File: src/rtl/mult_pkg.sv
// Shared helpers for the pipelined multiplier: CSA tree sizing, per-rank
// level allocation, Baugh-Wooley correction constant and parameter checks.
package mult_pkg;

  // Operand count left after one 3:2 level: every full group of three
  // collapses to two and any leftovers pass through.
  function automatic int ops_after_levels(int n, int levels);
    int m = n;
    for (int k = 0; k < levels; k++) m = 2 * (m / 3) + (m % 3);
    return m;
  endfunction

  // Number of 3:2 levels needed to bring n operands down to two.
  function automatic int csa_levels(int n);
    int m   = n;
    int cnt = 0;
    while (m > 2) begin
      m = 2 * (m / 3) + (m % 3);
      cnt++;
    end
    return cnt;
  endfunction

  // Levels placed in front of rank r (1-based) when 'total' levels are
  // spread over 'regions' ranks; the remainder lands on the earliest ranks.
  function automatic int rank_levels(int total, int regions, int r);
    return total / regions + (((r - 1) < (total % regions)) ? 1 : 0);
  endfunction

  // Global index of the first level feeding rank r (1-based).
  function automatic int rank_first_level(int total, int regions, int r);
    int first = 0;
    for (int q = 1; q < r; q++) first += rank_levels(total, regions, q);
    return first;
  endfunction

  // Constant added for a signed product: 2^w + 2^(2w-1).
  function automatic logic [63:0] bw_correction(int w);
    logic [63:0] c;
    c = '0;
    c[w]         = 1'b1;
    c[2 * w - 1] = 1'b1;
    return c;
  endfunction

  function automatic bit params_legal(int width, int stages, int tag_w);
    return (width >= 4) && (width <= 32) && (stages >= 2) && (stages <= 8) &&
           (tag_w >= 1) && (tag_w <= 16);
  endfunction

endpackage

File: src/rtl/pipelined_mult_vr_csa.sv
// One row of full adders: reduces three vectors to a sum and a carry
// vector, the carry already shifted into its weight position.
module csa_3to2 #(
  parameter int WIDTH = 16
) (
  input  logic [WIDTH-1:0] x,
  input  logic [WIDTH-1:0] y,
  input  logic [WIDTH-1:0] z,
  output logic [WIDTH-1:0] sum,
  output logic [WIDTH-1:0] carry
);

  // Carry out of the MSB falls outside the modular product width.
  assign sum   = x ^ y ^ z;
  assign carry = {(x[WIDTH-2:0] & y[WIDTH-2:0]) |
                  (x[WIDTH-2:0] & z[WIDTH-2:0]) |
                  (y[WIDTH-2:0] & z[WIDTH-2:0]), 1'b0};

endmodule

File: src/rtl/pipelined_mult_vr.sv
// Pipelined Baugh-Wooley / CSA multiplier with valid-ready handshake,
// per-operation signed mode, sideband tag and synchronous flush.
module pipelined_mult_vr
  import mult_pkg::*;
#(
  parameter int WIDTH  = 8,
  parameter int STAGES = 4,
  parameter int TAG_W  = 4
) (
  input  logic               clk,
  input  logic               rst,
  input  logic               flush,
  input  logic               in_valid,
  output logic               in_ready,
  input  logic [WIDTH-1:0]   a,
  input  logic [WIDTH-1:0]   b,
  input  logic               is_signed,
  input  logic [TAG_W-1:0]   in_tag,
  output logic               out_valid,
  input  logic               out_ready,
  output logic [2*WIDTH-1:0] product,
  output logic [TAG_W-1:0]   out_tag
);

  localparam int P_W     = 2 * WIDTH;
  localparam int N_PP    = WIDTH + 1;          // partial-product rows + correction row
  localparam int LEVELS  = csa_levels(N_PP);
  localparam int REGIONS = STAGES - 1;         // ranks that hold carry-save operands

  if (!params_legal(WIDTH, STAGES, TAG_W)) begin : g_bad_params
    $error("pipelined_mult_vr: WIDTH, STAGES or TAG_W out of range");
  end

  logic               advance;
  logic [P_W-1:0]     pp        [N_PP];
  logic [P_W-1:0]     lvl_in    [LEVELS][N_PP];
  logic [P_W-1:0]     lvl_out   [LEVELS][N_PP];
  logic [P_W-1:0]     region_in [REGIONS][N_PP];
  logic [P_W-1:0]     rank_d    [REGIONS][N_PP];
  logic [P_W-1:0]     rank_ops  [REGIONS][N_PP];
  logic [TAG_W-1:0]   rank_tag  [REGIONS];
  logic [REGIONS-1:0] rank_v;

  // The whole pipe moves together unless the output is full and unclaimed.
  assign advance  = !out_valid || out_ready;
  assign in_ready = advance;

  // Partial products; in signed mode bits pairing exactly one sign bit are
  // inverted and the correction row is added.
  // NOTE: every row is given a default before its bits are set, so the
  // combinational block never holds a value and no latch is inferred.
  always_comb begin
    for (int i = 0; i < WIDTH; i++) begin
      pp[i] = '0;
      for (int j = 0; j < WIDTH; j++)
        pp[i][i+j] = (a[j] & b[i]) ^ (is_signed & ((i == WIDTH - 1) != (j == WIDTH - 1)));
    end
    pp[WIDTH] = is_signed ? P_W'(bw_correction(WIDTH)) : '0;
  end

  // Source operands of each rank's reduction region.
  for (genvar e = 0; e < N_PP; e++) begin : g_rin0
    assign region_in[0][e] = pp[e];
  end
  for (genvar r = 1; r < REGIONS; r++) begin : g_rin
    for (genvar e = 0; e < N_PP; e++) begin : g_e
      assign region_in[r][e] = rank_ops[r-1][e];
    end
  end

  // CSA levels, grouped by the rank they feed.
  for (genvar r = 0; r < REGIONS; r++) begin : g_region
    localparam int FIRST = rank_first_level(LEVELS, REGIONS, r + 1);
    localparam int CNT   = rank_levels(LEVELS, REGIONS, r + 1);
    for (genvar q = 0; q < CNT; q++) begin : g_level
      localparam int K = FIRST + q;
      localparam int N = ops_after_levels(N_PP, K);
      localparam int G = N / 3;
      for (genvar e = 0; e < N_PP; e++) begin : g_src
        if (q == 0) begin : g_from_rank
          assign lvl_in[K][e] = region_in[r][e];
        end else begin : g_from_level
          assign lvl_in[K][e] = lvl_out[K-1][e];
        end
      end
      for (genvar g = 0; g < G; g++) begin : g_csa
        csa_3to2 #(.WIDTH(P_W)) u_csa (
          .x    (lvl_in[K][3*g]),
          .y    (lvl_in[K][3*g+1]),
          .z    (lvl_in[K][3*g+2]),
          .sum  (lvl_out[K][2*g]),
          .carry(lvl_out[K][2*g+1])
        );
      end
      for (genvar e = 2 * G; e < N_PP; e++) begin : g_pass
        if (e - 2 * G < N % 3) begin : g_keep
          assign lvl_out[K][e] = lvl_in[K][e+G];
        end else begin : g_zero
          assign lvl_out[K][e] = '0;
        end
      end
    end
    for (genvar e = 0; e < N_PP; e++) begin : g_d
      if (CNT > 0) begin : g_reduced
        assign rank_d[r][e] = lvl_out[FIRST+CNT-1][e];
      end else begin : g_through
        assign rank_d[r][e] = region_in[r][e];
      end
    end
  end

  // Valid bits: cleared by reset and flush, shifted on advance.
  // NOTE: non-blocking assignments let every rank sample its predecessor's
  // pre-edge value, so the shift order inside the block does not matter.
  always_ff @(posedge clk or posedge rst) begin
    if (rst) begin
      rank_v    <= '0;
      out_valid <= 1'b0;
    end else if (flush) begin
      rank_v    <= '0;
      out_valid <= 1'b0;
    end else if (advance) begin
      for (int r = REGIONS - 1; r > 0; r--) rank_v[r] <= rank_v[r-1];
      rank_v[0] <= in_valid;
      out_valid <= rank_v[REGIONS-1];
    end
  end

  // Data and tag ranks plus the final carry-propagate add; flush leaves them.
  // NOTE: the rank arrays are pipeline flops rather than a RAM, so they are
  // reset element by element to give a zero product and tag after reset.
  always_ff @(posedge clk or posedge rst) begin
    if (rst) begin
      for (int r = 0; r < REGIONS; r++) begin
        for (int e = 0; e < N_PP; e++) rank_ops[r][e] <= '0;
        rank_tag[r] <= '0;
      end
      product <= '0;
      out_tag <= '0;
    end else if (advance && !flush) begin
      for (int r = 0; r < REGIONS; r++)
        for (int e = 0; e < N_PP; e++) rank_ops[r][e] <= rank_d[r][e];
      rank_tag[0] <= in_tag;
      for (int r = 1; r < REGIONS; r++) rank_tag[r] <= rank_tag[r-1];
      product <= rank_ops[REGIONS-1][0] + rank_ops[REGIONS-1][1];
      out_tag <= rank_tag[REGIONS-1];
    end
  end

endmodule

File: config.mk
export PLATFORM = sky130hd
export DESIGN_NAME = pipelined_mult_vr
export DESIGN_NICKNAME = d
export VERILOG_FILES = /design/src/rtl/mult_pkg.sv /design/src/rtl/pipelined_mult_vr_csa.sv /design/src/rtl/pipelined_mult_vr.sv
export SDC_FILE = /design/constraint.sdc
export NUM_CORES = 1
export LEC_CHECK = 0
export ABC_AREA = 1
export CAP_MARGIN = 25
export CORE_MARGIN = 2
export CORE_UTILIZATION = 32
export CTS_CLUSTER_SIZE = 14
export DETAILED_ROUTE_END_ITERATION = 8
export PLACE_DENSITY_LB_ADDON = 0.25
export SKIP_CTS_REPAIR_TIMING = 1
export SLEW_MARGIN = 0
export SYNTH_ARGS = -nofsm -noshare
export SYNTH_HDL_FRONTEND = slang
export SYNTH_HIERARCHICAL = 1
export SYNTH_SLANG_ARGS = --single-unit
File: constraint.sdc
create_clock -name clk -period 15.2 [get_ports clk]
set_input_delay 1.52 -clock clk [delete_from_list [all_inputs] [get_ports clk]]
set_output_delay 1.52 -clock clk [all_outputs]
set_load 0.05 [all_outputs]
# Word-level counts from Yosys, hierarchy flattened
# Index checks and enable logic that the tools add are counted.
# Widths: inputs -> output; s select.
[classes]
reduce_logical = 5
n_bitwise = 127
mux = 5
add_sub_neg = 1
[ops]
columns = ["operator", "n"]
rows = [
  ["$or 15x15->15", 14],
  ["$and 15x15->15", 13],
  ["$xor 16x16->16", 9],
  ["$and 1x1->1", 64],
  ["$and 14x15->15", 2],
  ["$add 16x16->16", 1],
  ["$mux 16", 1],
  ["$xor 16x10->16", 1],
  ["$xor 16x13->16", 1],
  ["$xor 14x15->15", 1],
  ["$xor 1x1->1", 14],
  ["$and 11x13->13", 1],
  ["$and 12x13->13", 1],
  ["$and 11x12->12", 1],
  ["$xor 11x12->12", 1],
  ["$and 8x10->10", 1],
  ["$and 9x10->10", 1],
  ["$and 8x9->9", 1],
  ["$xor 8x9->9", 1],
  ["$mux 3", 2],
  ["$logic_not 1->1", 2],
  ["$mux 1", 2],
  ["$reduce_bool 2->1", 1],
  ["$logic_and 1x1->1", 1],
  ["$logic_or 1x1->1", 1],
]
[word_totals]
ff_bits = 175
wordCells = 154

# Logic depth before layout (Yosys ltp)
# Gate-level depths: netlist of the first run.
[depth]
depth_word = 8
ltp_mapped = 12
depth_no_buf = 12

# Cells and area by module
# The synthesis of the first run kept the hierarchy.
[modules_own_cells]
columns = ["mod", "area_per_inst_um2", "cells_per_inst", "instances", "seq_area_each_um2"]
rows = [
  ["pipelined_mult_vr", 8328.0, 1057, 1, 4504.3],
  ["csa_3to2", 346.6, 26, 7, 0.0],
]

# Least setup slack after synthesis of the first run
# No wires, ideal clock.
[synth_timing]
kind = "input -> register"
from = "input port is_signed"
to = "register, netlist name lvl_in[248]"
required_time_ns = 15.083
setup_time_ns = 0.117
n_path_buf = 1
setup_slack_ns = 11.911
cell_stages = 7
t_arrival_ns = 3.172
path_cell_list = "clkinv_1 -> buf_2 -> xor2_1 -> fa_1 -> fa_1 -> nand2_1 -> nand2_1"
[synth_lines]
columns = ["element", "line", "source"]
rows = [
  ["from (decl)", "pipelined_mult_vr.sv:17", "input logic is_signed,"],
]

# Final worst setup path of the first run
[layout_timing]
from = "input port out_ready"
to = "output port in_ready"
[layout_between]
elab_chain_len = 1
[layout_lines]
columns = ["element", "line", "source"]
rows = [
  ["from (decl)", "pipelined_mult_vr.sv:20", "input logic out_ready,"],
  ["$logic_or 1x1->1", "pipelined_mult_vr.sv:45", "assign advance = !out_valid || out_ready;"],
  ["to (decl)", "pipelined_mult_vr.sv:14", "output logic in_ready,"],
]
# No other way between the ends.

==> results of run 1 <==
cells in the mapped netlist (all sizes together):
library cell  instances
fa                  106
buf                  45
conb                  8
nand3                26
inv                 140
nand4                 1
nand2               599
nor2                 10
clkinv                2
o21ai                52
nand3b                2
a21oi                 7
nor3                  3
dfrtp               180
xor2                 16
ha                   15
or2                   2
clkbuf               17
xnor2                 5
o22ai                 2
and2                  1
cell type report:
cell class | count | area [µm²] | share of cell area
Multi-Input combinational cell | 940 | 5690 | 0.457
Sequential cell | 180 | 4500 | 0.362
Timing Repair Buffer | 53 | 568 | 0.0457
Tap cell | 448 | 561 | 0.0450
Inverter | 142 | 541 | 0.0434
Clock buffer | 18 | 429 | 0.0345
Clock inverter | 14 | 154 | 0.0124
final timing paths:
kind | from | end | slack, ps | depth (start not counted)
setup / recovery | out_ready | in_ready | 10710 | 4
hold / removal | rank_tag[3] | out_tag[3] | 480 | 2
setup reg to reg | out_valid | lvl_in[232] | 12770 | 6
hold reg to reg | rank_tag[3] | out_tag[3] | 480 | 2
max in group asynchronous | rst | rank_ops[121] | 12210 | 4
min in group asynchronous | rst | rank_v[0] | 1680 | 2
logic make-up after synthesis:
kind of cell / after synthesis / synth area share
other: 8 / 0.00279
AND/OR/NAND/NOR: 644 / 0.234
adder cells (fa/ha/maj): 121 / 0.215
buffers and inverters: 204 / 0.0833
XOR/XNOR: 21 / 0.0171
flip-flops: 180 / 0.419
AO/OA/AOI/OAI: 61 / 0.0290
critical path: stages:
cell	delay [ps]
clkdlybuf4s50_1	470
inv_2	40
nand2_2	120
clkdlybuf4s50_1	820
layout by cell type (no fill, tap or decap), types with 2 or more instances in the layout:
cell type and count:
buf_4 3, buf_16 2, clkdlybuf4s50_1 47, o21ai_1 28, clkinv_2 2, o21ai_0 24
nand3b_1 2, o22ai_1 2, inv_1 133, nand3_1 25, nor3_2 3, nand2_1 592
a21oi_1 6, nand2_2 6, clkinv_4 2, inv_2 5, bufinv_16 2, inv_6 3
nor2_1 9, clkbuf_16 17, clkinv_1 2, xnor2_1 5, fa_1 106, dfrtp_1 180
xor2_1 16, ha_1 15, clkinvlp_4 5, conb_1 93
layer usage:
metal / global-route usage / vias to the layer above / part of all wire
li1: - / 3763 / -
met4: 0.0351 / 0 / 0.011
met1: 0.199 / 3464 / 0.54
met3: 0.0238 / 16 / 0.033
met5: 0 / - / 0
met2: 0.187 / 106 / 0.42
power by group through the flow:
stage / logic [mW] / registers (mW) / clock network (mW)
2_1_floorplan: 0.455 / 0.789 / 0
3_3_place_gp: 0.699 / 0.732 / 0
3_5_place_dp: 0.707 / 0.735 / 0
4_1_cts: 0.710 / 0.727 / 0.453
5_1_grt: 0.819 / 0.748 / 0.475
6_report: 0.705 / 0.725 / 0.439
sequential cells by signal, indices dropped and copies added, names as in the netlist:
signal / cells
lvl_in: 112
out_tag: 4
out_valid: 1
product: 16
rank_ops: 32
rank_tag: 12
rank_v: 3
==> impl_results.md, run 1 <==
- Vias in the first global route: 7366
- Slew @ Worst Pin: 921 ps
- Status: complete, no violations
- Cell taking the most area after synthesis: dfrtp_1
- GR Util All Layers: 0.130
- Cell area after synthesis: 0.0108 mm²
- RSZ-0062 raised after global routing: false
- Initial antenna violation count: 0
- CP Max Fanout: 3
- Final Power: 1.87 mW
- Initial core utilization: 0.323
- Row count: 67
- DP Cell Count: 1761
- Ant diodes: 0
- Fin. Hold Viols: 0
- Hold WS: 476 ps
- Worst min path class: register to register
- Maximum clock path buffer count: 2
- Fmax: 0.223 GHz
- Maximum vdd drop: 0.0758 mV
- Placed cell area: 0.0118 mm²
- Startpoint Class: input port
- Final Max Tran Viols: 0
- Final WL: 20900 µm
- Worst-path clk slew: 70 ps
- Synthesized area per cell: 8.68 µm²
- Finished Core Util: 0.374
- CP required: 13680 ps
- Synthesis Warnings: 6
- Leading post-synthesis cells by cell area: dfrtp_1, nand2_1, fa_1, inv_1, ha_1
- DRT Pass-1 Iters: 4
- Yosys cell types: 30
- Die Wd: 187 µm
- Sink Count: 180
- Gate Count Post-Synth: 1239
- First-pass GRT wire length: 37100 µm
- Detailed placer's ending HPWL: 14500 µm
- Sw frac: 0.387
- Crit share post-route: 0.296
- Port buffer count: 47
- Core area: 0.0333 mm²
- TritonCTS buffer count: 17
- Max cap viols: 0
- CP Class: input port to primary output
- Slew Limit Headroom: 0.386
- Leak: 6.74 nW
- Ratio of cells with drive above 1 in the final layout: 0.0431
- Non-Filler Instances: 1795
- DRT iter0 DRCs: 359
- Die area: 0.0351 mm²
- Post-route cell area: 0.0124 mm²
- Final GP Congestion: 0.767
- Max H-tree Level: 4
- Gate power share: 0.377
- I/O pin cnt: 48
- Layout area overhead: 15.7%
- Setup slack after layout: 10710 ps
- Register area share after synthesis: 0.419
- Clock tree from TritonCTS: built
- DR vias: 7349
- Grt total ovfl: 0
- Switching power: 0.724 mW
- Setup WS pre-CTS: 10700 ps
- Power Density: 150 mW/mm²
- Share of the synthesized area in the top cell type: 0.419
- Clock root cell: clkbuf_16
- Vias per cell: 4.09
- Fill cell count: 3476
- Endpoint type of the worst setup path: primary output
- Die height: 187 µm
- Final setup violating endpoints: 0
- Arr. time, crit path: 2970 ps
- Power share of the clock group: 0.235
- Final #Nets: 1481
- Clk_lat worst skew: 430 ps
- Pin count of the biggest net entering global routing: 107
- Int Pwr: 1.15 mW
- Layout Skew: 7.22 ps
- Setup TNS: 0 ps
- DRC errors left: 0
- Seq pwr share: 0.388
- Routed len/inst: 11.7 µm
- Post-layout min period: 4490 ps
- ANT nets after route: 0
- Number of synthesized register bits: 180
No activity file was read; power rests on OpenSTA's default activity.
==> run 2, diff against run 1 <==
==> constraint.sdc (replaced) <==
create_clock -name clk -period 4.2 [get_ports clk]
set_input_delay 0.42 -clock clk [delete_from_list [all_inputs] [get_ports clk]]
set_output_delay 0.42 -clock clk [all_outputs]
set_load 0.05 [all_outputs]
==> run 2 against run 1 <==
Net effect: register-to-register slack got worse by 10000 ps; critical path depth increased by 3; wire length increased by 1.0%; global-route usage about the same; combinational power increased to 3.6 times the previous value; critical path type is now input port to register.
==> impl_results.md, run 2 (same netlist as run 1, synthesis figures left out) <==
- DRT iter0 DRCs: 360
- Non-Filler Instances: 1796
- Gate power share: 0.374
- Status: complete, no violations
- Slew Limit Headroom: 0.491
- DP Cell Count: 1764
- Final GP Congestion: 0.763
- Startpoint Class: input port
- Finished Core Util: 0.374
- Vias per cell: 4.11
- Ant diodes: 0
- Most frequent cells in the layout: nand2_1, dfrtp_1, inv_1
- Worst min path class: input port to asynchronous set/reset pin
- Sw frac: 0.399
- Fmax: 0.362 GHz
- Final setup violating endpoints: 0
- Arr. time, crit path: 3130 ps
- CP Class: input port to register
- Fill cell count: 3450
- Post-layout min period: 2760 ps
- Initial core utilization: 0.323
- Maximum vdd drop: 0.303 mV
- ANT nets after route: 0
- I/O pin cnt: 48
- Clock root cell: clkbuf_16
- CP max stage delay: 560 ps
- Top delay family on crit path: buffers and inverters
- Worst-path clk slew: 80 ps
- Fin. Hold Viols: 0
- Power Density: 541 mW/mm²
- DRC errors left: 0
- Worst R2R Path Depth: 6
- Pin count of the biggest net entering global routing: 78
- GR Util All Layers: 0.130
- Die area: 0.0351 mm²
- Layout area overhead: 15.8%
- Leak: 6.75 nW
- Detailed placer's ending HPWL: 15000 µm
- Clk_lat worst skew: 440 ps
- CP Cell Sequence: clkdlybuf4s50_1 > clkinv_1 > xor2_1 > fa_1 > fa_1 > nand2_1 > nand2_1
- RSZ-0062 raised after global routing: false
- Grt total ovfl: 0
- Initial antenna violation count: 0
- Crit share post-route: 0.657
- Ratio of cells with drive above 1 in the final layout: 0.0438
- Clock tree from TritonCTS: built
- Port buffer count: 47
- Most common cell after layout, fill and taps aside: nand2_1
- Routed len/inst: 11.8 µm
- Slowest CP cell: clkdlybuf4s50_1
- Max H-tree Level: 4
- Switching power: 2.69 mW
- Core area: 0.0333 mm²
- Die height: 187 µm
- Seq pwr share: 0.390
- Sink Count: 180
- Power share of the clock group: 0.236
- Vias in the first global route: 7586
- Max cap viols: 0
- Int Pwr: 4.05 mW
- DR vias: 7386
- Die Wd: 187 µm
- Setup TNS: 0 ps
- DRT Pass-1 Iters: 4
- TritonCTS buffer count: 17
- R2r startpoint: out_valid
- Final WL: 21100 µm
- Maximum clock path buffer count: 2
- Buffers and inverters on the worst path: 2
- Row count: 67
- CP Max Fanout: 14
- Final #Nets: 1482
- CP required: 4570 ps
- FF-to-FF setup slack: 2280 ps
- Layout Skew: 11.4 ps
- Endpoint type of the worst setup path: register
- Final Max Tran Viols: 0
- Capturing point of the worst reg2reg path: lvl_in[142]
- Largest register FFs: 112
- Slew @ Worst Pin: 764 ps
- First-pass GRT wire length: 37300 µm
## run 2: per-layer routing
metal | track usage | routed length (µm) | vias up | share of wire
met5 | 0 | 0 | - | 0
met4 | 0.0418 | 216 | 0 | 0.010
met3 | 0.0205 | 704 | 16 | 0.033
met2 | 0.200 | 9300 | 98 | 0.44
met1 | 0.189 | 10900 | 3499 | 0.52
li1 | - | - | 3773 | -
## run 2: power groups by stage
stage	Combinational (mW)	Sequential (mW)	Clock (mW)
detailed placement	2.54	2.66	0
global route	2.94	2.70	1.71
floorplan	1.65	2.86	0
finish	2.52	2.62	1.59
global placement	2.50	2.65	0
CTS	2.55	2.63	1.64
## run 2: metrics by stage
step / area [µm²] / power (mW) / setup slack (ps) / hold WS (ps)
2_1_floorplan: 11100 / 4.50 / 1470 / 442
4_1_cts: 12500 / 6.82 / 1420 / 423
3_3_place_gp: 11900 / 5.15 / 1010 / 463
5_1_grt: 12500 / 7.34 / 1270 / 455
6_report: 12500 / 6.74 / 1440 / 412
3_5_place_dp: 11900 / 5.20 / 963 / 462
## run 2: how the worst max path moves through the flow
stage,startpoint,end,slack (ps),cells after the start
global route,is_signed,lvl_in[232],1270,7
floorplan,rst,lvl_in[100],1470,1
global placement,is_signed,lvl_in[252],1010,7
finish,is_signed,lvl_in[247],1440,7
CTS,is_signed,lvl_in[247],1420,7
detailed placement,is_signed,lvl_in[247],960,7
## run 2: cell type report
| type | instances | area (µm²) | share of cell area |
|---|---|---|---|
| Clock inverter | 14 | 161 | 0.0130 |
| Timing Repair Buffer | 54 | 573 | 0.0460 |
| Multi-Input combinational cell | 940 | 5690 | 0.457 |
| Tap cell | 448 | 561 | 0.0450 |
| Inverter | 142 | 539 | 0.0433 |
| Clock buffer | 18 | 429 | 0.0345 |
| Sequential cell | 180 | 4500 | 0.362 |
